===== src/rtl/rr_encoder_arbiter_pkg.sv =====
// Shared types and helpers for the round-robin encoder arbiter.
package rr_encoder_arbiter_pkg;

  typedef enum logic {
    IDLE  = 1'b0,
    GRANT = 1'b1
  } arb_state_e;

  localparam int MAX_HOLD_DEFAULT = 8;

  function automatic int idx_width(input int n);
    return (n <= 1) ? 1 : $clog2(n);
  endfunction

endpackage


===== src/rtl/rr_encoder_arbiter_pick.sv =====
// Combinational round-robin pick: first set bit of mask at or after start, with wrap.
// Rotate so start is bit 0, take the lowest set bit, rotate back, or-reduce to an index.
module rr_priority_pick #(
  parameter int N     = 4,
  parameter int IDX_W = 2
) (
  input  logic [N-1:0]     mask,
  input  logic [IDX_W-1:0] start,
  output logic [N-1:0]     pick_oh,
  output logic [IDX_W-1:0] pick_idx,
  output logic             pick_vld
);

  logic [N-1:0] rot;
  logic [N-1:0] first;

  always_comb begin
    rot = '0;
    for (int i = 0; i < N; i++) begin
      rot[i] = mask[(i + int'(start)) % N];
    end
  end

  // Scan downwards so the lowest set bit is the one left standing.
  always_comb begin
    first = '0;
    for (int i = N - 1; i >= 0; i--) begin
      if (rot[i]) begin
        first    = '0;
        first[i] = 1'b1;
      end
    end
  end

  always_comb begin
    pick_oh = '0;
    for (int i = 0; i < N; i++) begin
      pick_oh[(i + int'(start)) % N] = first[i];
    end
  end

  always_comb begin
    pick_idx = '0;
    for (int b = 0; b < IDX_W; b++) begin
      for (int i = 0; i < N; i++) begin
        if (i[b]) pick_idx[b] = pick_idx[b] | pick_oh[i];
      end
    end
  end

  assign pick_vld = |mask;

endmodule


===== src/rtl/rr_encoder_arbiter.sv =====
// Round-robin arbiter with ownership until release and a hold limit that forces rotation.
// Grant is registered one cycle after request; release hands over at the same edge.
module rr_encoder_arbiter
  import rr_encoder_arbiter_pkg::*;
#(
  parameter int N        = 4,
  parameter int IDX_W    = idx_width(N),
  parameter int MAX_HOLD = MAX_HOLD_DEFAULT
) (
  input  logic             CLK,
  input  logic             ASYNCRESETN,
  input  logic [N-1:0]     req,
  output logic [N-1:0]     grant,
  output logic             grant_valid,
  output logic [IDX_W-1:0] grant_idx,
  output logic             hold_expired
);

  localparam int CNT_W = (MAX_HOLD < 2) ? 1 : $clog2(MAX_HOLD + 1);
  localparam logic [CNT_W-1:0] CNT_SAT  = CNT_W'(MAX_HOLD);
  localparam logic [CNT_W-1:0] CNT_LAST = (MAX_HOLD == 0) ? '0 : CNT_W'(MAX_HOLD - 1);

  arb_state_e       state, state_n;
  logic [IDX_W-1:0] ptr, ptr_n;
  logic [CNT_W-1:0] cnt, cnt_n;
  logic [N-1:0]     grant_n;
  logic [IDX_W-1:0] grant_idx_n;
  logic             hold_expired_n;

  logic [IDX_W-1:0] owner_next;
  logic [IDX_W-1:0] pick_start;
  logic [N-1:0]     pick_oh;
  logic [IDX_W-1:0] pick_idx;
  logic             pick_vld;
  logic             owner_req;
  logic             force_rot;

  assign owner_next = (int'(grant_idx) == N - 1) ? '0 : grant_idx + IDX_W'(1);
  assign owner_req  = |(req & grant);

  // Masking out the owner lets one picker serve idle, release and forced rotation.
  assign pick_start = (state == GRANT) ? owner_next : ptr;

  rr_priority_pick #(
    .N     (N),
    .IDX_W (IDX_W)
  ) u_pick (
    .mask     (req & ~grant),
    .start    (pick_start),
    .pick_oh  (pick_oh),
    .pick_idx (pick_idx),
    .pick_vld (pick_vld)
  );

  assign force_rot = (MAX_HOLD != 0) && (cnt == CNT_LAST) && owner_req && pick_vld;

  always_comb begin
    state_n        = state;
    ptr_n          = ptr;
    cnt_n          = cnt;
    grant_n        = grant;
    grant_idx_n    = grant_idx;
    hold_expired_n = 1'b0;
    case (state)
      IDLE: begin
        if (pick_vld) begin
          grant_n     = pick_oh;
          grant_idx_n = pick_idx;
          cnt_n       = '0;
          state_n     = GRANT;
        end
      end
      GRANT: begin
        if (!owner_req) begin
          ptr_n = owner_next;
          cnt_n = '0;
          if (pick_vld) begin
            grant_n     = pick_oh;
            grant_idx_n = pick_idx;
          end else begin
            grant_n     = '0;
            grant_idx_n = '0;
            state_n     = IDLE;
          end
        end else if (force_rot) begin
          ptr_n          = owner_next;
          cnt_n          = '0;
          grant_n        = pick_oh;
          grant_idx_n    = pick_idx;
          hold_expired_n = 1'b1;
        end else if (cnt != CNT_SAT) begin
          cnt_n = cnt + CNT_W'(1);
        end
      end
      default: state_n = IDLE;
    endcase
  end

  always_ff @(posedge CLK or negedge ASYNCRESETN) begin
    if (!ASYNCRESETN) begin
      state        <= IDLE;
      ptr          <= '0;
      cnt          <= '0;
      grant        <= '0;
      grant_valid  <= 1'b0;
      grant_idx    <= '0;
      hold_expired <= 1'b0;
    end else begin
      state        <= state_n;
      ptr          <= ptr_n;
      cnt          <= cnt_n;
      grant        <= grant_n;
      grant_valid  <= |grant_n;
      grant_idx    <= grant_idx_n;
      hold_expired <= hold_expired_n;
    end
  end

endmodule


===== config.mk =====
export PLATFORM = sky130hd
export DESIGN_NAME = rr_encoder_arbiter
export DESIGN_NICKNAME = d
export VERILOG_FILES = /design/src/rtl/rr_encoder_arbiter_pkg.sv /design/src/rtl/rr_encoder_arbiter_pick.sv /design/src/rtl/rr_encoder_arbiter.sv
export SDC_FILE = /design/constraint.sdc
export NUM_CORES = 1
export LEC_CHECK = 0
export ABC_AREA = 1
export BUFFER_PORTS_ARGS = -buffer_cell sky130_fd_sc_hd__buf_4
export CAP_MARGIN = 20
export CORE_UTILIZATION = 30
export DETAILED_ROUTE_END_ITERATION = 12
export HOLD_SLACK_MARGIN = 0.02
export PLACE_DENSITY_LB_ADDON = 0.12
export SYNTH_ARGS = -nofsm -noshare
export SYNTH_HDL_FRONTEND = slang
export SYNTH_SLANG_ARGS = --single-unit

===== constraint.sdc =====
create_clock -name CLK -period 2.4 [get_ports CLK]
set_input_delay 0.36 -clock CLK [delete_from_list [all_inputs] [get_ports CLK]]
set_output_delay 0.36 -clock CLK [all_outputs]
set_load 0.01 [all_outputs]

== Yosys cells after proc, flatten, opt, wreduce, memory -nomap -nowiden ==
Index checks and enable logic that the tools add are counted.

* Flip-flop bits (word level): 15
* Latch bits: 0
* RAM bits: 0
* Memory bits (read-only): 0
* Bits of input ports: 6
* Output and inout port bits: 8
* Logic and storage cells: 103
* Memories kept: 0

* Add/sub/neg operators: 5
* Multipliers: 0
* Divide/modulo/power cells: 0
* $lt $le $gt $ge: 8
* Eq/ne operators: 7
* Shifts and indexed selects: 0
* Muxes and demuxes: 51
* Bitwise logic cells: 10
* Reduce and logical (&&, ||, !) cells: 15

{| class="wikitable"
|+ Operators by type and width
! cell !! number
|-
| $mux 4 || 12
|-
| $mux 1 || 16
|-
| $mux 2 || 8
|-
| $pmux 4 s2 || 2
|-
| $and 4x4->4 || 3
|-
| $bwmux 4 || 3
|-
| $lt 3x4->1 const B || 3
|-
| $reduce_or 4->1 || 3
|-
| $ge 3x1->1 const B || 3
|-
| $bmux 1 s2 || 4
|-
| $demux 1 s2 || 4
|-
| $logic_and 1x1->1 || 6
|-
| $reduce_and 2->1 || 3
|-
| $reduce_or 2->1 || 3
|-
| $add 2x2->2 const A || 2
|-
| $add 4x1->4 const B || 1
|-
| $eq 4x3->1 const B || 1
|-
| $ne 4x2->1 const B || 1
|-
| $ne 4x4->1 const B || 1
|-
| $not 4->4 || 1
|-
| $pmux 2 s2 || 1
|-
| $and 1x1->1 const A || 3
|-
| $lt 2x3->1 const B || 1
|-
| $ne 3x2->1 const B || 1
|-
| other kinds (9) || 10
|}

== Depth between registers and ports, before layout ==
Gate-level depths: netlist of run 1.

* Depth in word-level cells: 21
* Mapped depth: 16

== By module ==
A second synthesis of run 1 with hierarchy kept.

* Cells, all modules: 198
* Area, all modules: 1302.5 µm²

{| class="wikitable"
|+ By module, submodules not included
! module !! times used !! cells an instance !! area an instance (µm²) !! sequential area each (µm²)
|-
| rr_encoder_arbiter || 1 || 109 || 833.3 || 375.4
|-
| rr_priority_pick || 1 || 89 || 469.2 || 0.0
|}

== Worst setup path before layout of run 1 ==
Ideal clock, no wire load.

* Path type: register to register
* Start: reg grant_idx[0]
* End: reg grant_valid
* Library setup time: 124 ps
* Arrival time: 2180 ps
* Data required time: 2276 ps
* Slack: 96 ps
* Stages on the path, launching flop included: 16
* Period minus slack after synthesis: 2304 ps
* Cell sequence: dfrtp_1 ha_1 inv_1 nand2_1 o21ai_2 ha_1 inv_1 nand3_2 nand2_4 nor2_4 nand2_4 nand2_1 nand2_1 nor2_1 nor2_2 nand3_2

* Longest elaborated chain between the ends: 18
* Elaborated cells between the ends (all ways): 58

{| class="wikitable"
|+ RTL lines
! item !! line !! RTL
|-
| start, declared || rr_encoder_arbiter.sv:15 || <nowiki>output logic [IDX_W-1:0] grant_idx,</nowiki>
|-
| start signal, assigned || rr_encoder_arbiter.sv:114 || <nowiki>grant_idx <= grant_idx_n;</nowiki>
|-
| $add 2x1->2 / $eq 2x1->1 (equally long branches) || rr_encoder_arbiter.sv:38 || <nowiki>assign owner_next = (int'(grant_idx) == N - 1) ? '0 : grant_idx + IDX_W'(1);</nowiki>
|-
| $mux 2 (*) || rr_encoder_arbiter.sv:38 ||
|-
| via owner_next[1] || rr_encoder_arbiter.sv:30 || <nowiki>logic [IDX_W-1:0] owner_next;</nowiki>
|-
| $mux 2 (*) || rr_encoder_arbiter.sv:42 || <nowiki>assign pick_start = (state == GRANT) ? owner_next : ptr;</nowiki>
|-
| branches (longest 10 deep; another with $lt 3x4->1) || -- ||
|-
| $bwmux 4 (*) || rr_encoder_arbiter_pick.sv:38 || <nowiki>pick_oh[(i + int'(start)) % N] = first[i];</nowiki>
|-
| $mux 4 (on tied branches) || rr_encoder_arbiter.sv:77, rr_encoder_arbiter.sv:85 ||
|-
| $mux 4 || rr_encoder_arbiter.sv:74 || <nowiki>if (!owner_req) begin</nowiki>
|-
| $pmux 4 s2 (*) || rr_encoder_arbiter.sv:64 || <nowiki>case (state)</nowiki>
|-
| $reduce_or 4->1 (*) || rr_encoder_arbiter.sv:113 || <nowiki>grant_valid <= |grant_n;</nowiki>
|-
| end signal, assigned || rr_encoder_arbiter.sv:113 ||
|-
| end, declared || rr_encoder_arbiter.sv:14 || <nowiki>output logic grant_valid,</nowiki>
|}

Mark *: on every way through the listed nets, which the timed path passes. The select of a mux whose other input is x is not followed.
A chain may end at the register's enable or synchronous reset.

== Final worst setup path of run 1 ==
Ends and elaborated chain as after synthesis.

==> results.md, run 1 <==
* Mux share of post-synthesis cell area at 0%
* Clk buf depth at 2
* Chip width at 74.2 um
* Final slew viol count at 0
* FF+latch count, synth at 15
* Post-Route WL at 3.70 mm
* Drt drc at 0
* Hold Slack at 0.506 ns
* Pre-CTS WS at 0.0575 ns
* Adder-cell share of the synthesized area at 8.01%
* XOR/XNOR Fraction of Synth Area at 0.560%
* Gr ovfl total at 0
* Yosys top cell by area: dfrtp_1
* Worst Setup End Kind: register
* Layout cell share with drive strength beyond 1 at 31.3%
* Arr. time, crit path at 2.31 ns
* Antenna diode count at 0
* Worst Path Required at 2.54 ns
* Critical path peak fanout at 4
* Main combinational cell family by area after synthesis: simple AND/OR/NAND/NOR gates
* Initial antenna violation count at 0
* Setup violations, final at 0
* Fillers at 539
* Hold Crit Class: primary input to asynchronous set/reset pin
* Vias in the first global route at 1298
* Synth area leaders: dfrtp_1, nand2_1, nand3_2
* Wirelength per Cell at 12.3 um
* Die H at 74.2 um
* Clock sinks at 15
* Kind of critical path: register to register
* Worst setup margin at 0.231 ns
* Vias at 1352
* Total of max-cap violations at 0
* TritonCTS clock tree: built
* Clk Latency, worst-skew pair at 0.25 ns
* Die area at 0.00550 mm2
* Syn Area/Cell at 7.41 um2
* Syn nets at 227
* Synth Area in Simple Gates at 49.4%
* TNS Setup at 0 ns
* Starting density of the core at 32.0%
* Outcome: completed
* Yosys top cell area share at 24.0%
* First-pass GRT wire length at 6.22 mm
* Worst r2r path cells at 15
* I/O pins at 14
* Post-DP HPWL at 3.10 mm
* Row cnt at 25
* Maximum number of pins on one net before global-route repair at 16
* Root Buffer: clkbuf_8
* Worst-margin pin slew at 0.351 ns
* Layout area overhead at 17.7%
* Vias per cell at 4.51
* Yosys cell types at 27
* Violation count after the first detailed-route iteration at 40
* Ys Warns at 0
* Tcrit/Tclk final at 90.4%
* Total CTS buffers at 3
* Tmin final at 2.17 ns
* Cells after Synth at 211
* Synth Cell Area at 0.00156 mm2
* Fmax achieved at 0.461 GHz
* Register area at 377 um2
* Final hold vios at 0
* Gpl congestion at 0.862
* Seq/Total Area, Yosys at 24.0%
* CTS clk-pin slew, worst paths at 0.06 ns
* Global Route Usage Sum at 15.0%
* CTS H-tree depth at 1
* Post-layout nets at 250
* Drt pass-1 iters at 4
* Critical Path Start Type: register
* Post-synthesis compound-gate area fraction at 7.45%
* IO buf count at 13
* Multi-input logic area at 0.00103 mm2
* Core box area at 0.00488 mm2
* Unrepaired setup endpoints after global routing: false
* Final ANT Viol Nets at 0
* Relative slew margins at 76.6%
* Skew final at 0.00122 ns
==> layout by cell type (no fill, tap or decap), drive strengths merged <==
| master | instances |
|---|---|
| or2 | 1 |
| a21oi | 4 |
| nand4 | 1 |
| o21ai | 9 |
| xor2 | 1 |
| nand2 | 72 |
| ha | 10 |
| dlygate4sd3 | 1 |
| a22o | 1 |
| buf | 18 |
| dfrtp | 15 |
| nand3 | 37 |
| nor2 | 17 |
| o211ai | 2 |
| inv | 39 |
| o32ai | 1 |
| clkbuf | 4 |
==> Yosys cell counts, drive strengths merged <==
library cell   n
inv           39
nand2         72
nand4          1
o21ai          9
a21oi          4
nor2          17
ha            10
buf            1
o32ai          1
nand3         37
o211ai         2
dfrtp         15
a22o           1
xor2           1
or2            1
==> state kept, by name, indices dropped and copies added (netlist names) <==
name          flops
state             1
grant_valid       1
grant_idx         2
grant             4
ptr               2
cnt               4
hold_expired      1
==> critical path, cell delays in order (launching register included) <==
cell and delay (ns):
dfrtp_1 0.38, ha_1 0.29, inv_1 0.07, nand2_1 0.06, o21ai_2 0.11, ha_4 0.25
inv_1 0.11, nand3_2 0.11, nand2_4 0.10, nor2_4 0.05, nand2_4 0.08, nand2_1 0.09
nand2_1 0.10, nor2_1 0.05, nor2_2 0.14, nand3_2 0.08
==> cell families after synthesis <==
group	count (synthesis)
adder cells (fa/ha/maj)	10
flip-flops	15
AND/OR/NAND/NOR	128
AO/OA/AOI/OAI	17
buffers and inverters	40
XOR/XNOR	1
==> worst paths after layout <==
| kind | endpoint | start | slack [ns] |
|---|---|---|---|
| setup / recovery | grant_valid | grant_idx[0] | 0.23 |
| hold / removal | cnt[0] | ASYNCRESETN | 0.51 |
| setup reg to reg | grant_valid | grant_idx[0] | 0.23 |
| hold reg to reg | grant[0] | grant[0] | 0.57 |
| max in group asynchronous | state | ASYNCRESETN | 1.70 |
| min in group CLK | grant[0] | grant[0] | 0.57 |
==> metal layers <==
metal  share of wire [%]  track usage (%)
met1                  48             19.7
met2                  49             26.2
met3                 2.6             1.36
met4                0.14             3.85
met5                   0                0
==> metrics by stage <==
| step | util, % | instance area [um2] | std cells |
|---|---|---|---|
| 3_3_place_gp | 36.3 | 1770 | 295 |
| 4_1_cts | 37.4 | 1830 | 300 |
| 5_1_grt | 37.7 | 1840 | 300 |
| 3_5_place_dp | 36.3 | 1770 | 295 |
| 6_report | 37.7 | 1840 | 300 |
| 2_1_floorplan | - | 1560 | 211 |
==> timing repair <==
item | in CTS | in global routing
hold buffers | 1 | 0
setup endpoints to repair | 0 | 3
endpoints found under the hold margin | 15 | 0
buffers inserted | 0 | 0
gates resized for setup | 0 | 2
==> layout make-up <==
cell class | instances | share of cell area, %
timing repair buffer | 19 | 7.89
inverter | 39 | 8.37
clock buffer | 4 | 2.45
multi-input combinational | 156 | 56.3
tap | 67 | 4.56
sequential | 15 | 20.5
Power of run 1 is left out: the tool's default activity adds up to more than one toggle a clock period on the data nets, which glitch-free logic cannot reach.
==> run 2, diff against run 1 <==
--- a/config.mk
+++ b/config.mk
@@ -14,4 +14,5 @@
 export PLACE_DENSITY_LB_ADDON = 0.12
 export SYNTH_ARGS = -nofsm -noshare
 export SYNTH_HDL_FRONTEND = slang
+export SYNTH_HIERARCHICAL = 1
 export SYNTH_SLANG_ARGS = --single-unit
==> run 2 against run 1 <==
Against the previous run:
- worst hold slack got worse by 0.015 ns
- core utilization increased by 3.8 points
- synthesized area down 17%
- critical path type unchanged
- critical endpoint unchanged
- largest cell class unchanged
==> results.md, run 2 <==
* CTS H-tree depth at 1
* WL met1 at 1.54 mm
* Total of max-cap violations at 0
* Critical path peak fanout at 4
* Fillers at 432
* Violation count after the first detailed-route iteration at 44
* Synth Area in Simple Gates at 44.8%
* Yosys top cell area share at 28.8%
* TritonCTS clock tree: built
* Synth area leaders: dfrtp_1, nand2_1, ha_1
* FF-to-FF setup slack at 0.06 ns
* Synth Cell Area at 0.00130 mm2
* First-pass GRT wire length at 5.10 mm
* CTS clk-pin slew, worst paths at 0.06 ns
* EDFF count, synth at 0
* Vias in the first global route at 1099
* Syn Area/Cell at 6.58 um2
* Top FF cell, synth: dfrtp_1
* Final slew viol count at 0
* Most frequent cell after synthesis: nand2_1
* I/O pins at 14
* Met2 WL at 1.37 mm
* Commonest cells post-synth: nand2_1, inv_1, nor2_1
* Die area at 0.00461 mm2
* Post-DP HPWL at 2.37 mm
* Root Buffer: clkbuf_8
* Drt pass-1 iters at 4
* Die H at 67.9 um
* Ys Warns at 6
* Clk buf depth at 2
* Outcome: completed
* Yosys top cell by area: dfrtp_1
* Largest regs: cnt: 4 flops, grant: 4 flops
* Final ANT Viol Nets at 0
* Drt drc at 0
* Seq/Total Area, Yosys at 28.8%
* Setup violations, final at 0
* Starting density of the core at 31.9%
* Fmax achieved at 0.428 GHz
* Clock sinks at 15
* Core box area at 0.00409 mm2
* Adder-cell share of the synthesized area at 9.61%
* Final hold vios at 0
* Layout area overhead at 30.1%
* Post-synthesis compound-gate area fraction at 5.38%
* Yosys cell types at 20
* Maximum number of pins on one net before global-route repair at 16
* Global Route Usage Sum at 15.0%
* Most frequent cells in the layout: nand2_1, inv_1, nand2_2
* Vias per cell at 4.57
* Syn nets at 214
* Hold Slack at 0.491 ns
* Async SR Flop Fraction at 100%
* Antenna diode count at 0
* Routed wl met3 at 150 um
* Clk Latency, worst-skew pair at 0.25 ns
* Commonest non-fill, non-tap cell in the layout: nand2_1
* Mux share of post-synthesis cell area at 0%
* Row cnt at 23
* Highest metal used: met4
* Vias at 1247
* Unrepaired setup endpoints after global routing: true
* CP Capture Point: grant_valid
* Gr ovfl total at 0
* Total CTS buffers at 3
* Initial antenna violation count at 0
* Final instance area at 0.00169 mm2
* Worst Path Required at 2.60 ns
* Cells after Synth at 198
* Layout cell share with drive strength beyond 1 at 33.6%
* XOR/XNOR Fraction of Synth Area at 1.34%
* FF+latch count, synth at 15
* Post-Route WL at 3.07 mm
* Chip width at 67.9 um
* Critical Path Start Type: register
* Crit Reg-Reg Endpoint: grant_valid
* Wirelength per Cell at 11.3 um
* Worst r2r path cells at 18
* Gpl congestion at 0.848
* Main combinational cell family by area after synthesis: simple AND/OR/NAND/NOR gates
* IO buf count at 13
* FF-to-FF Start: grant_idx[0]
* Worst-margin pin slew at 0.339 ns
* Dpl cell area at 0.00155 mm2
* Post-layout nets at 240
* Worst Setup End Kind: register
* Tmin final at 2.34 ns
* Worst setup path startpoint: grant_idx[0]
* Kind of critical path: register to register
* Skew final at 0.00502 ns
* Relative slew margins at 77.3%
* Hold Crit Class: primary input to asynchronous set/reset pin
* Arr. time, crit path at 2.53 ns
* Tcrit/Tclk final at 97.5%
-- run 2: cell count changes after synthesis, sizes merged, moves of 2 or more --
cell,change
nand2,+5
inv,-4
o21ai,+3
nand3,-18
a21oi,-2
nor2,+2
o211ai,-2
nand4,+4
-- run 2: final cells by class --
cell class	instances	area, um2	area share (%)
Tap cell	50	62.6	3.69
Inverter	35	136	8.05
Multi-Input combinational cell	148	902	53.2
Clock inverter	1	5.00	0.295
Clock buffer	3	41.3	2.44
Sequential cell	15	375	22.2
Timing Repair Buffer	21	171	10.1
-- run 2: critical path, cell delays in order, from the launching register on --
cell	delay [ns]
dfrtp_1	0.42
ha_4	0.17
nor2_1	0.09
inv_1	0.07
o21ai_4	0.16
inv_4	0.05
ha_4	0.29
buf_6	0.10
nand3_2	0.06
nand2_2	0.10
nand4_4	0.10
or2_1	0.22
nand3_1	0.09
nand2_1	0.06
inv_1	0.06
nand2_1	0.06
nand2_2	0.08
nor2_2	0.04
nand2_1	0.04
-- run 2: worst min path at each step --
| stage | from | end | depth (start not counted) |
|---|---|---|---|
| floorplan | ASYNCRESETN | cnt[0] | 0 |
| global placement | ASYNCRESETN | cnt[0] | 1 |
| detailed placement | ASYNCRESETN | cnt[0] | 1 |
| CTS | ASYNCRESETN | grant_idx[0] | 2 |
| global route | ASYNCRESETN | grant_idx[0] | 2 |
| finish | ASYNCRESETN | grant_idx[0] | 2 |
-- run 2: repair_timing --
item / CTS / global route
pin swaps: 0 / 16
hold endpoints to repair: 15 / 0
setup buffers: 0 / 1
hold buffers: 1 / 0
setup endpoints to repair: 1 / 5
gates resized for setup: 2 / 29
-- run 2: stage by stage --
step | setup TNS [ns] | instances | worst slack [ns] | util [%]
after floorplan | 0 | 198 | 0.00443 | -
after global placement | -0.0131 | 267 | -0.0131 | 37.9
after detailed placement | 0 | 267 | 0.00190 | 37.9
after global routing | -0.130 | 273 | -0.0945 | 41.5
final | 0 | 273 | 0.0612 | 41.5
after CTS | 0 | 272 | 0.00256 | 39.4
-- run 2: cell families after synthesis --
group           count (synthesis)
flops                          15
xor+xnor                        2
fa+ha+maj                      10
compound gates                 14
buf+inv                        35
simple gates                  122
-- run 2: routing by layer --
metal,vias up,GRT usage [%]
li1,665,-
met2,27,23.0
met1,553,21.4
met3,2,3.00
met4,0,3.91
met5,-,0
Power of run 2 is left out for the same reason.
==> run 3, diff against run 2 <==
==> constraint.sdc (replaced) <==
create_clock -name CLK -period 1.9 [get_ports CLK]
set_input_delay 0.285 -clock CLK [delete_from_list [all_inputs] [get_ports CLK]]
set_output_delay 0.285 -clock CLK [all_outputs]
set_load 0.01 [all_outputs]
==> run 3 against run 2 <==
Against the previous run:
- the run now ends with setup timing left
- via count is 5.7% higher
- sequential share of layout area shrank 2.4 points
- wire length increased by 3.9%
- critical path type unchanged
- critical endpoint unchanged
==> results.md, run 3 (synthesis results as in run 2) <==
* Violation count after the first detailed-route iteration at 72
* Failing checks: setup timing
* Setup violations, final at 7
* Antenna diode count at 0
* Core box area at 0.00409 mm2
* Post-Route WL at 3.19 mm
* Most frequent cells in the layout: nand2_1, buf_4, inv_1, nand2_2, dfrtp_1
* IO buf count at 13
* I/O pins at 14
* Final slew viol count at 0
* FF-to-FF Start: grant_idx[0]
* Util after Layout at 46.5%
* Worst path bufs/invs at 5
* Clk Latency, worst-skew pair at 0.24 ns
* Tmin final at 2.26 ns
* Largest regs: cnt: 4 flops, grant: 4 flops
* Drt pass-1 iters at 4
* Unrepaired setup endpoints after global routing: true
* Critical Path Start Type: register
* Worst path slowest cell: dfrtp_1
* Total CTS buffers at 3
* CP top delay family: simple AND/OR/NAND/NOR gates
* Starting density of the core at 31.9%
* First-pass GRT wire length at 5.21 mm
* Skew final at 0.00496 ns
* Relative slew margins at 82.4%
* Maximum number of pins on one net before global-route repair at 16
* Vias per cell at 4.51
* Total of max-cap violations at 0
* CP cell instances: ha_4 -> nor2_4 -> inv_2 -> o21ai_4 -> inv_4 -> ha_4 -> inv_4 -> nand3_2 -> nand2_2 -> nand3_2 -> inv_2 -> nand2_2 -> nand3b_1 -> nand2_2 -> inv_2 -> nand3_2 -> nand2_2 -> nor2_2 -> nand2_1
* Wirelength per Cell at 10.9 um
* Chip width at 67.9 um
* Kind of critical path: register to register
* Commonest non-fill, non-tap cell in the layout: nand2_1
* Worst setup margin at -0.364 ns
* Worst Path Required at 2.03 ns
* Die H at 67.9 um
* Root Buffer: clkbuf_8
* CTS clk-pin slew, worst paths at 0.06 ns
* TritonCTS clock tree: built
* Row cnt at 23
* Worst r2r path cells at 19
* CTS H-tree depth at 1
* FF-to-FF setup slack at -0.36 ns
* Vias at 1318
* Outcome: complete, but fails checks
* Fmax achieved at 0.442 GHz
* Post-layout nets at 259
* Layout cell share with drive strength beyond 1 at 43.4%
* CP dominant cell by count: nand2_2
* Crit Reg-Reg Endpoint: grant_valid
* Final hold vios at 0
* Final ANT Viol Nets at 0
* Vias in the first global route at 1214
* Critical path peak fanout at 4
* Hold Crit Class: primary input to asynchronous set/reset pin
* Post-DP HPWL at 2.49 mm
* Drt drc at 0
* Layout area overhead at 46.0%
* Gpl congestion at 0.914
* Tcrit/Tclk final at 119%
* Worst-margin pin slew at 0.263 ns
* CP peak stage delay at 0.42 ns
* Gr ovfl total at 0
* Clock sinks at 15
* Global Route Usage Sum at 15.2%
* Worst Setup End Kind: register
* Arr. time, crit path at 2.40 ns
* Initial antenna violation count at 0
* Die area at 0.00461 mm2
* Clk buf depth at 2
## run 3: cell count changes in the layout (fill, tap and decap cells not counted), sizes merged
cell and delta:
clkbuf +1, buf +19, clkinv -1
## run 3: what timing repair did
action | CTS | global route
endpoints found under the hold margin | 15 | 0
buffers inserted | 1 | 4
endpoints found under the setup margin | 7 | 7
hold buffers | 1 | 0
gates resized for setup | 20 | 21
pin swaps | 17 | 14
## run 3: cell type report
class | count | area, um2
inverters | 35 | 136
clock buffers | 4 | 45.0
multi-input cells | 148 | 961
well taps | 50 | 62.6
fillers | 428 | 2180
repair buffers | 40 | 322
flip-flops and latches | 15 | 375
## run 3: per-stage QoR
step | instances | setup TNS (ns) | hold slack (ns) | instance area [um2] | setup WS (ns)
final | 292 | -1.98 | 0.430 | 1900 | -0.364
after global routing | 292 | -3.12 | 0.451 | 1900 | -0.568
after CTS | 288 | -1.99 | 0.433 | 1810 | -0.395
after detailed placement | 282 | -2.07 | 0.155 | 1680 | -0.407
after global placement | 282 | -2.14 | 0.155 | 1680 | -0.395
after floorplan | 198 | -2.36 | -0.0106 | 1360 | -0.446
## run 3: worst reg2reg max path: cells and delay by family, from the launching register on
family                   cells  cell delay [ns]
AO/OA/AOI/OAI                1             0.18
AND/OR/NAND/NOR             11             0.81
buffers and inverters        5             0.25
adder cells (fa/ha/maj)      2             0.48
flip-flops                   1             0.42
## run 3: routing by layer
layer  GRT usage, %  share of wire (%)
met5              0                  0
met1           21.1                 50
met3           3.50                4.0
met4           2.60               0.66
met2           24.1                 46
## run 3: worst max path at each step
stage                  end          from  cells past startpoint
4_1_cts        grant_valid  grant_idx[0]                     20
5_1_grt        grant_valid  grant_idx[0]                     19
3_5_place_dp   grant_valid  grant_idx[1]                     19
3_3_place_gp   grant_valid  grant_idx[1]                     19
2_1_floorplan  grant_valid  grant_idx[0]                     21
6_report       grant_valid  grant_idx[0]                     19
Power of run 3 is left out for the same reason.
